===== src/rtl/mac_table_ctrl.sv =====
// Per-frame MAC table sequencer: captures DA/SA from the byte stream, looks up DA,
// learns SA, and reports the forwarding result three cycles after the last header byte.
module mac_table_ctrl #(
  parameter int unsigned pDATA_WIDTH = 8,
  parameter int unsigned pMAC_WIDTH  = 48,
  parameter int unsigned pSIZE_OUT   = 14,
  parameter int unsigned pPORT_W     = 3
) (
  input  logic                            iclk,
  input  logic                            irst,
  input  logic [pDATA_WIDTH-1:0]          idata,
  input  logic                            ivalid,
  input  logic                            isop,
  input  logic                            ieop,
  input  logic [pPORT_W-1:0]              iport,
  output logic [pSIZE_OUT-1:0]            omem_addr,
  output logic                            omem_re,
  output logic                            omem_we,
  output logic [pMAC_WIDTH+pPORT_W:0]     omem_wdata,
  input  logic [pMAC_WIDTH+pPORT_W:0]     imem_rdata,
  output logic                            ores_valid,
  output logic                            ohit,
  output logic [pPORT_W-1:0]              odst_port,
  output logic                            obusy,
  output logic                            ooverrun
);

  localparam int unsigned MacBytes = pMAC_WIDTH / pDATA_WIDTH;
  localparam int unsigned LastByte = 2 * MacBytes - 1;
  localparam int unsigned CntW     = $clog2(2 * MacBytes);
  localparam int unsigned GroupBit = pMAC_WIDTH - 8;
  localparam int unsigned ValidBit = pMAC_WIDTH + pPORT_W;

  typedef enum logic [2:0] {StIdle, StCollect, StLookup, StLearn, StResult} state_e;

  state_e                  state_q;
  logic [CntW-1:0]         cnt_q;
  logic [pMAC_WIDTH-1:0]   da_q;
  logic [pMAC_WIDTH-1:0]   sa_q;
  logic [pPORT_W-1:0]      port_q;
  logic                    hit;

  // Group DA is never looked up, so whatever is on the read bus must not count.
  assign hit = imem_rdata[ValidBit] && (imem_rdata[pPORT_W +: pMAC_WIDTH] == da_q)
               && !da_q[GroupBit];

  always_ff @(posedge iclk) begin
    if (irst) begin
      state_q    <= StIdle;
      cnt_q      <= '0;
      da_q       <= '0;
      sa_q       <= '0;
      port_q     <= '0;
      omem_addr  <= '0;
      omem_re    <= 1'b0;
      omem_we    <= 1'b0;
      omem_wdata <= '0;
      ores_valid <= 1'b0;
      ohit       <= 1'b0;
      odst_port  <= '0;
      obusy      <= 1'b0;
      ooverrun   <= 1'b0;
    end else begin
      omem_re    <= 1'b0;
      omem_we    <= 1'b0;
      omem_addr  <= '0;
      omem_wdata <= '0;
      ores_valid <= 1'b0;
      ohit       <= 1'b0;
      odst_port  <= '0;
      // A frame starting while busy is dropped; its later bytes carry no isop and
      // are therefore ignored by StIdle.
      ooverrun   <= obusy && ivalid && isop;
      case (state_q)
        StIdle: begin
          if (ivalid && isop) begin
            da_q    <= pMAC_WIDTH'(idata);
            sa_q    <= '0;
            port_q  <= iport;
            cnt_q   <= CntW'(1);
            state_q <= ieop ? StIdle : StCollect;
          end
        end
        StCollect: begin
          if (ivalid) begin
            if (isop) begin
              da_q    <= pMAC_WIDTH'(idata);
              sa_q    <= '0;
              port_q  <= iport;
              cnt_q   <= CntW'(1);
              state_q <= ieop ? StIdle : StCollect;
            end else begin
              if (cnt_q < CntW'(MacBytes)) begin
                da_q <= {da_q[pMAC_WIDTH-pDATA_WIDTH-1:0], idata};
              end else begin
                sa_q <= {sa_q[pMAC_WIDTH-pDATA_WIDTH-1:0], idata};
              end
              cnt_q <= cnt_q + 1'b1;
              if (cnt_q == CntW'(LastByte)) begin
                state_q <= StLookup;
                obusy   <= 1'b1;
                if (!da_q[GroupBit]) begin
                  omem_re   <= 1'b1;
                  omem_addr <= da_q[pSIZE_OUT-1:0];
                end
              end else if (ieop) begin
                state_q <= StIdle;
              end
            end
          end
        end
        StLookup: begin
          state_q <= StLearn;
          if (!sa_q[GroupBit]) begin
            omem_we    <= 1'b1;
            omem_addr  <= sa_q[pSIZE_OUT-1:0];
            omem_wdata <= {1'b1, sa_q, port_q};
          end
        end
        StLearn: begin
          state_q    <= StResult;
          ores_valid <= 1'b1;
          ohit       <= hit;
          odst_port  <= hit ? imem_rdata[pPORT_W-1:0] : '0;
        end
        StResult: begin
          state_q <= StIdle;
          obusy   <= 1'b0;
        end
        default: begin
          state_q <= StIdle;
          obusy   <= 1'b0;
        end
      endcase
    end
  end

endmodule


===== config.mk =====
export PLATFORM = sky130hd
export DESIGN_NAME = mac_table_ctrl
export DESIGN_NICKNAME = d
export VERILOG_FILES = /design/src/rtl/mac_table_ctrl.sv
export SDC_FILE = /design/constraint.sdc
export NUM_CORES = 1
export LEC_CHECK = 0
export ABC_AREA = 0
export BUFFER_PORTS_ARGS = -buffer_cell sky130_fd_sc_hd__buf_2
export CORE_ASPECT_RATIO = 0.5
export CORE_MARGIN = 2
export CORE_UTILIZATION = 50
export CTS_BUF_LIST = sky130_fd_sc_hd__clkbuf_8
export DETAILED_ROUTE_END_ITERATION = 12
export PLACE_DENSITY = 0.74
export SLEW_MARGIN = 20
export SYNTH_ARGS = -nofsm -noshare
export SYNTH_HDL_FRONTEND = slang
export SYNTH_SLANG_ARGS = --single-unit

===== constraint.sdc =====
create_clock -name iclk -period 4.4 [get_ports iclk]
set_input_delay 0.22 -clock iclk [delete_from_list [all_inputs] [get_ports iclk]]
set_output_delay 0.22 -clock iclk [all_outputs]
set_load 0.02 [all_outputs]

=== Word-level counts from Yosys, hierarchy flattened ===
Cells that the tools add are included.

* Register bits after elaboration: 181
* Bits of input ports: 68
* Word-level logic and storage cells: 96

* Add/subtract/negate cells: 1
* Magnitude comparators: 1
* Eq/ne operators: 13
* Muxes and demuxes: 39
* Bitwise operators: 7
* Reductions and logical operators: 20

{| class="wikitable"
|+ Operators with widths
! cell !! count
|-
| $mux 48 || 8
|-
| $pmux 48 s2 || 2
|-
| $mux 14 || 5
|-
| $mux 52 || 1
|-
| $eq 48x48->1 || 1
|-
| $pmux 14 s2 || 1
|-
| $mux 3 || 8
|-
| $reduce_and 4->1 || 4
|-
| $mux 4 || 3
|-
| $pmux 3 s4 || 1
|-
| $ne 2x2->1 const B || 5
|-
| $reduce_or 3->1 || 3
|-
| $pmux 4 s2 || 1
|-
| $mux 1 || 7
|-
| $not 1->1 || 7
|-
| $eq 3x2->1 const B || 2
|-
| $ne 3x3->1 const B || 2
|-
| $pmux 3 s2 || 1
|-
| $reduce_and 3->1 || 2
|-
| $logic_and 1x1->1 || 5
|-
| $reduce_or 5->1 || 1
|-
| $add 4x1->4 const B || 1
|-
| $eq 4x4->1 const B || 1
|-
| $lt 4x3->1 const B || 1
|-
| 7 further kinds || 8
|}

=== Longest topological paths before layout ===
Gate-level depths: netlist of run 1.

* Word-level depth: 5
* Depth in mapped cells: 7
* Gate-level depth less buffers: 5

=== Worst setup path before layout of run 1 ===
OpenSTA, ideal clock, no wires.

* Path type: register -> register
* Start: register state_q[2]
* End: register sa_q[27]
* Data arrival time: 1581 ps
* Data required time: 4330 ps
* Setup slack: 2749 ps
* Stages on the path, launching flop included: 8
* Clock period less this slack: 1651 ps
* Cells stage by stage: dfxtp_1 -> buf_2 -> or3b_4 -> a211oi_2 -> buf_2 -> buf_4 -> nand3_1 -> a21oi_1

* Longest elaborated chain between the ends: 3

{| class="wikitable"
|+ RTL lines
! element !! RTL line !! source
|-
| start: declaration || 36 || <nowiki>state_e state_q;</nowiki>
|-
| start signal: assignment || 49 || <nowiki>state_q <= StIdle;</nowiki>
|-
| start signal: assignment || 81 || <nowiki>state_q <= ieop ? StIdle : StCollect;</nowiki>
|-
| start signal: assignment || 91 || <nowiki>state_q <= ieop ? StIdle : StCollect;</nowiki>
|-
| $eq 3x1->1 / $logic_not 3->1 (equally long branches) || 74 || <nowiki>case (state_q)</nowiki>
|-
| $ne 3x3->1 (no line) (tied with other cells) || n/a ||
|-
| $reduce_and 4->1 (no line) || n/a ||
|-
| end signal: assignment || 96 || <nowiki>sa_q <= {sa_q[pMAC_WIDTH-pDATA_WIDTH-1:0], idata};</nowiki>
|-
| end: declaration || 39 || <nowiki>logic [pMAC_WIDTH-1:0] sa_q;</nowiki>
|}

Parallel ways exist; a longest one is shown, timed or not.
A chain may end at the register's enable or synchronous reset.

=== Final worst setup path of run 1 ===
* Start: register state_q[0]
* End: register sa_q[34]

The elaborated chain is that of the path after synthesis.

==> results of run 1 <==
==> sequential cells by signal, indices dropped and copies added (netlist names) <==
name        cells
omem_addr      14
state_q         3
omem_re         1
odst_port       3
omem_wdata     51
ooverrun        1
sa_q           48
ores_valid      1
ohit            1
obusy           1
cnt_q           4
port_q          3
da_q           48
==> worst max-delay path, cell delays in order, from the launching register on <==
cell,delay (ps)
dfxtp_1,510
nor4b_2,290
buf_4,750
nand3_1,170
a21oi_1,210
==> final timing paths <==
| path | startpoint | end | slack, ps | cells past startpoint |
|---|---|---|---|---|
| worst max register to register | state_q[0]$_SDFFE_PP0P_ | sa_q[34]$_SDFFE_PP0P_ | 2360 | 4 |
| worst max-delay path | state_q[0]$_SDFFE_PP0P_ | sa_q[34]$_SDFFE_PP0P_ | 2360 | 4 |
| worst min-delay path | idata[0] | da_q[0]$_SDFFE_PP0P_ | 20 | 3 |
| worst min register to register | sa_q[44]$_SDFFE_PP0P_ | sa_q[44]$_SDFFE_PP0P_ | 450 | 2 |
==> metrics by stage <==
step,util,setup slack (ps),area (µm²),std cells
after global routing,0.611,2150,7790,1031
after detailed placement,0.576,2400,7330,993
after global placement,0.576,2450,7330,993
final,0.611,2360,7790,1031
after CTS,0.611,2360,7790,1031
after floorplan,-,2750,6580,729
==> cells in the final DEF (no fill, tap or decap), types with 2 or more instances in the layout <==
cell,instances
o211ai_1,2
and2_1,50
a21oi_1,98
dlygate4sd3_1,6
clkbuf_8,20
nand2_1,107
a211oi_4,2
nor4_1,13
nor3_1,7
nand2b_1,2
a22oi_1,14
nor4bb_1,2
mux2i_1,3
o21ai_0,3
clkinv_4,3
clkinvlp_4,3
buf_2,140
nor2_1,22
xnor2_1,10
nand3_1,96
nand4_1,4
buf_4,9
dfxtp_1,179
o21a_1,2
xor2_1,40
nor3b_1,2
inv_6,4
==> metal layers <==
metal,GRT usage,vias to the layer above
li1,-,2699
met1,0.317,2564
met2,0.347,190
met3,0.0457,14
met4,0.0545,0
met5,0,-
==> layout make-up <==
cell class	instances	area share
sequential	179	0.460
multi-input combinational	495	0.356
timing repair buffer	155	0.106
clock buffer	20	0.0353
tap	170	0.0273
clock inverter	12	0.0153
==> power by group through the flow <==
stage	Combinational (mW)	Clock (mW)	Sequential (mW)
final	0.156	1.12	1.64
after global routing	0.171	1.20	1.64
after global placement	0.149	0	1.67
after detailed placement	0.150	0	1.67
after floorplan	0.0957	0	1.67
after CTS	0.155	1.13	1.64
==> cells by family after synthesis <==
logic type	after synthesis	synth area share
multiplexers	3	0.00457
other	1	0.000570
XOR/XNOR	50	0.0666
AO/OA/AOI/OAI	124	0.105
buffers and inverters	55	0.0381
AND/OR/NAND/NOR	316	0.238
flip-flops	179	0.545
adder cells (fa/ha/maj)	1	0.00190
==> run metrics, run 1 <==
status finished, final reports clean; Tmin final 2040 ps; FP Rows 29; DR vias 5,467; mapped cell area 0.00658 mm²; clk slew on worst S/H paths 100 ps; global-route wire length before repair 25,000 µm; Cell Pwr Density 374 mW/mm²; setup TNS 0 ps; diode count 0; ys async rst share 0; Mapped Nets 798; FILL cells 1,150; Pint 2.18 mW; synthesis-stage register bit count 179; Peak VDD IR 0.178 mV; Min-Delay Path Class primary input to register; Avg Inst Size Synth 9.02 µm²; area grow syn2layout 18.4%; # hold bufs at CTS 6; Max Cap Violations 0; P_sw 0.730 mW; DP Wirelength 10,500 µm; top sig layer met4; Num CTS Buffers 17; drt via density 5.30; clk root buf clkbuf_8; Static Leak 3.11 nW; Post-synth top cells dfxtp_1 (179), nand2_1 (107), a21oi_1 (98); CP Capture Type register; clock share of power 0.384; Switching Fraction 0.251; drt pass-1 iters 6; DIE WIDTH 166 µm; largest net degree at the start of global routing 98; WL met3 1140 µm; I/O Pins 143; synth top area cells dfxtp_1 (55%), a21oi_1 (7.5%), nand3_1 (7.3%), nand2_1 (6.1%), xor2_1 (5.3%); register area 0.00358 mm²; Setup Viol. Count Final 0; metal1 wirelength 7180 µm; H-tree depth 4; Relative slew margins 0.336; Syn Inst Count 729; arrival time at the worst endpoint 2410 ps; Hold WS 20.5 ps; Final Skew 16.6 ps; WL per Instance 15.3 µm; count leader, synth dfxtp_1; RSZ-0062 raised after global routing false; Startpoint Class register; grt ovf 0; register area share after synthesis 0.545; area leader, netlist dfxtp_1; Initial Util 0.516; final wirelength 15,800 µm; Clk Latency, worst-skew pair 460 ps; Max Fclk 0.490 GHz; Worst Tran Pin Value 996 ps; Hold Vio Cnt, Final 0; number of synthesized flops with an enable pin 0; ys flop type dfxtp_1; Synth cell types 38; GRT Util Overall 0.222; CTS max path bufs 2; clock sinks 179; share of layout cells above drive strength 1 0.221; cts repair resizes 0; crit path max fanout 90; multi-input logic area 0.00277 mm²; die height 85.1 µm; Slew Limit Fails 0; met2 wire length 7300 µm; Placeable Area 0.0127 mm²; Die ar. 0.0141 mm²; required time of the critical path 4770 ps; yosys warns 0; # nets final 917; top-area cell type share of the netlist area 0.545; vias in the first global route 4,906; period utilization 0.463; combinational power share 0.053; initial DRC count 518; drt drc 0; antenna violations before repair 0; Placer Congestion 0.887; CTS tree yes; Post-CTS Setup Bufs 0; WS Path Type register to register; Final Power 2.91 mW; Sequential Power Share 0.562; Port Buffer Count 141; remaining antenna violation count 0
Note: power is estimated with default switching activity, not from simulation.
==> run 2: changes to the inputs <==
PLACE_DENSITY = 0.77   (was 0.74)
clock period = 1.65 ns   (was 4.4 ns; I/O delays follow)
==> run metrics, run 2 (same netlist as run 1, synthesis figures left out) <==
status complete, but fails checks; failing checks negative setup slack; remaining antenna violation count 0; vias in the first global route 5,369; DP Wirelength 11,100 µm; area grow syn2layout 36.1%; CTS max path bufs 2; drt via density 5.61; arrival time at the worst endpoint 2130 ps; Port Buffer Count 141; Hold Vio Cnt, Final 0; Placer Congestion 0.873; WL per Instance 18.3 µm; Max Cap Violations 0; commonest non-fill, non-tap cell in the layout dfxtp_1; RSZ-0062 raised after global routing true; Startpoint Class register; Hold WS 112 ps; Hold EP ohit$_SDFF_PP0_; clk slew on worst S/H paths 100 ps; largest net degree at the start of global routing 109; DIE WIDTH 166 µm; diode count 0; Num CTS Buffers 17; Setup Viol. Count Final 59; H-tree depth 4; Reg2Reg Launch Point state_q[2]$_SDFFE_PP0P_; Largest regs omem_wdata (51), da_q (48), sa_q (48); Min-Delay Path Class primary input to register; R2R Setup Slk -100 ps; Min-Delay Startpoint imem_rdata[37]; grt ovf 0; Relative slew margins 0.639; RR Endpoint da_q[37]$_SDFFE_PP0P_; Largest Register omem_wdata; I/O Pins 143; max reg flops 51; FP Rows 29; die height 85.1 µm; Peak VDD IR 0.504 mV; Die ar. 0.0141 mm²; clk root buf clkbuf_8; CTS tree yes; GRT Util Overall 0.242; CP Capture Type register; Initial Util 0.516; Static Leak 3.60 nW; drt pass-1 iters 5; worst reg2reg path depth 6; Tmin final 1750 ps; # nets final 983; required time of the critical path 2030 ps; crit path max fanout 8; WS Path Type register to register; drt drc 0; Worst Tran Pin Value 540 ps; Clk Latency, worst-skew pair 470 ps; Placeable Area 0.0127 mm²; Final Power 8.20 mW; Max Fclk 0.573 GHz; Layout Utilization 0.703; Cell Pwr Density 916 mW/mm²; period utilization 1.06; commonest non-fill, non-tap cells in the layout dfxtp_1 (176), buf_2 (140), nand2_1 (107); PnR worst setup slack -95.1 ps; DR vias 6,157; final wirelength 20,000 µm; share of layout cells above drive strength 1 0.321; Final Skew 15.8 ps; worst hold stages 5; FILL cells 907; initial DRC count 652; clock sinks 179; Slew Limit Fails 0; global-route wire length before repair 27,300 µm; antenna violations before repair 0
-- run 2: changes by cell type in the layout (fill, tap and decap cells not counted), moves of 12 or more --
cell	before	now
a21oi_2	0	14
nand3_2	0	31
a21oi_1	98	84
buf_4	9	31
nand3_1	96	65
dlygate4sd3_1	6	18
-- run 2: worst max-delay path, stage by stage, from the launching register on --
cell,delay (ps)
dfxtp_2,350
or3b_4,450
a211oi_4,210
buf_12,200
clkbuf_16,170
nand3_2,90
a21oi_1,200
-- run 2: layout make-up --
type                    instances  area (µm²)  area share
clock buffers                  17         234      0.0261
multi-input cells             495        3030       0.338
repair buffers                221        1710       0.191
well taps                     170         213      0.0238
flip-flops and latches        179        3590       0.401
clock inverters                15         180      0.0201
-- run 2: worst max path at each step --
stage	slack, ps	start	to	cells past startpoint
floorplan	4	state_q[2]$_SDFFE_PP0P_	da_q[18]$_SDFFE_PP0P_	7
global placement	40	state_q[2]$_SDFFE_PP0P_	odst_port[0]$_SDFF_PP0_	4
detailed placement	-10	state_q[2]$_SDFFE_PP0P_	ohit$_SDFF_PP0_	4
CTS	0.6	state_q[1]$_SDFFE_PP0P_	da_q[44]$_SDFFE_PP0P_	5
global route	-130	state_q[2]$_SDFFE_PP0P_	da_q[37]$_SDFFE_PP0P_	6
finish	-100	state_q[2]$_SDFFE_PP0P_	da_q[37]$_SDFFE_PP0P_	6
-- run 2: layer usage --
| metal | track usage | vias up | share of wire | wire length, µm |
|---|---|---|---|---|
| li1 | - | 2848 | - | - |
| met1 | 0.340 | 2900 | 0.42 | 8450 |
| met2 | 0.381 | 367 | 0.46 | 9170 |
| met3 | 0.0443 | 42 | 0.10 | 2030 |
| met4 | 0.0798 | 0 | 0.018 | 369 |
| met5 | 0 | - | 0 | 0 |
-- run 2: what timing repair did --
action,CTS,global route
gates cloned,0,19
gates resized for setup,3,69
hold buffers,18,0
setup buffers,0,8
pin swaps,1,89
setup endpoints to repair,15,112
endpoints found under the hold margin,25,0
-- run 2: metrics by stage --
step / cell area, µm² / setup TNS (ps) / instances / worst slack, ps
global placement: 7620 / 0 / 1020 / 42.0
global route: 8950 / -6060 / 1097 / -131
detailed placement: 7620 / -16.8 / 1020 / -13.3
finish: 8950 / -1860 / 1097 / -95.1
floorplan: 6580 / 0 / 729 / 3.62
CTS: 8230 / 0 / 1070 / 0.574
-- run 2: power breakdown --
part | internal (mW) | total [mW] | switching [mW]
sequential | 4.34 | 4.36 | 0.0195
clock | 1.30 | 3.11 | 1.81
combinational | 0.335 | 0.741 | 0.406
total | 5.97 | 8.20 | 2.23
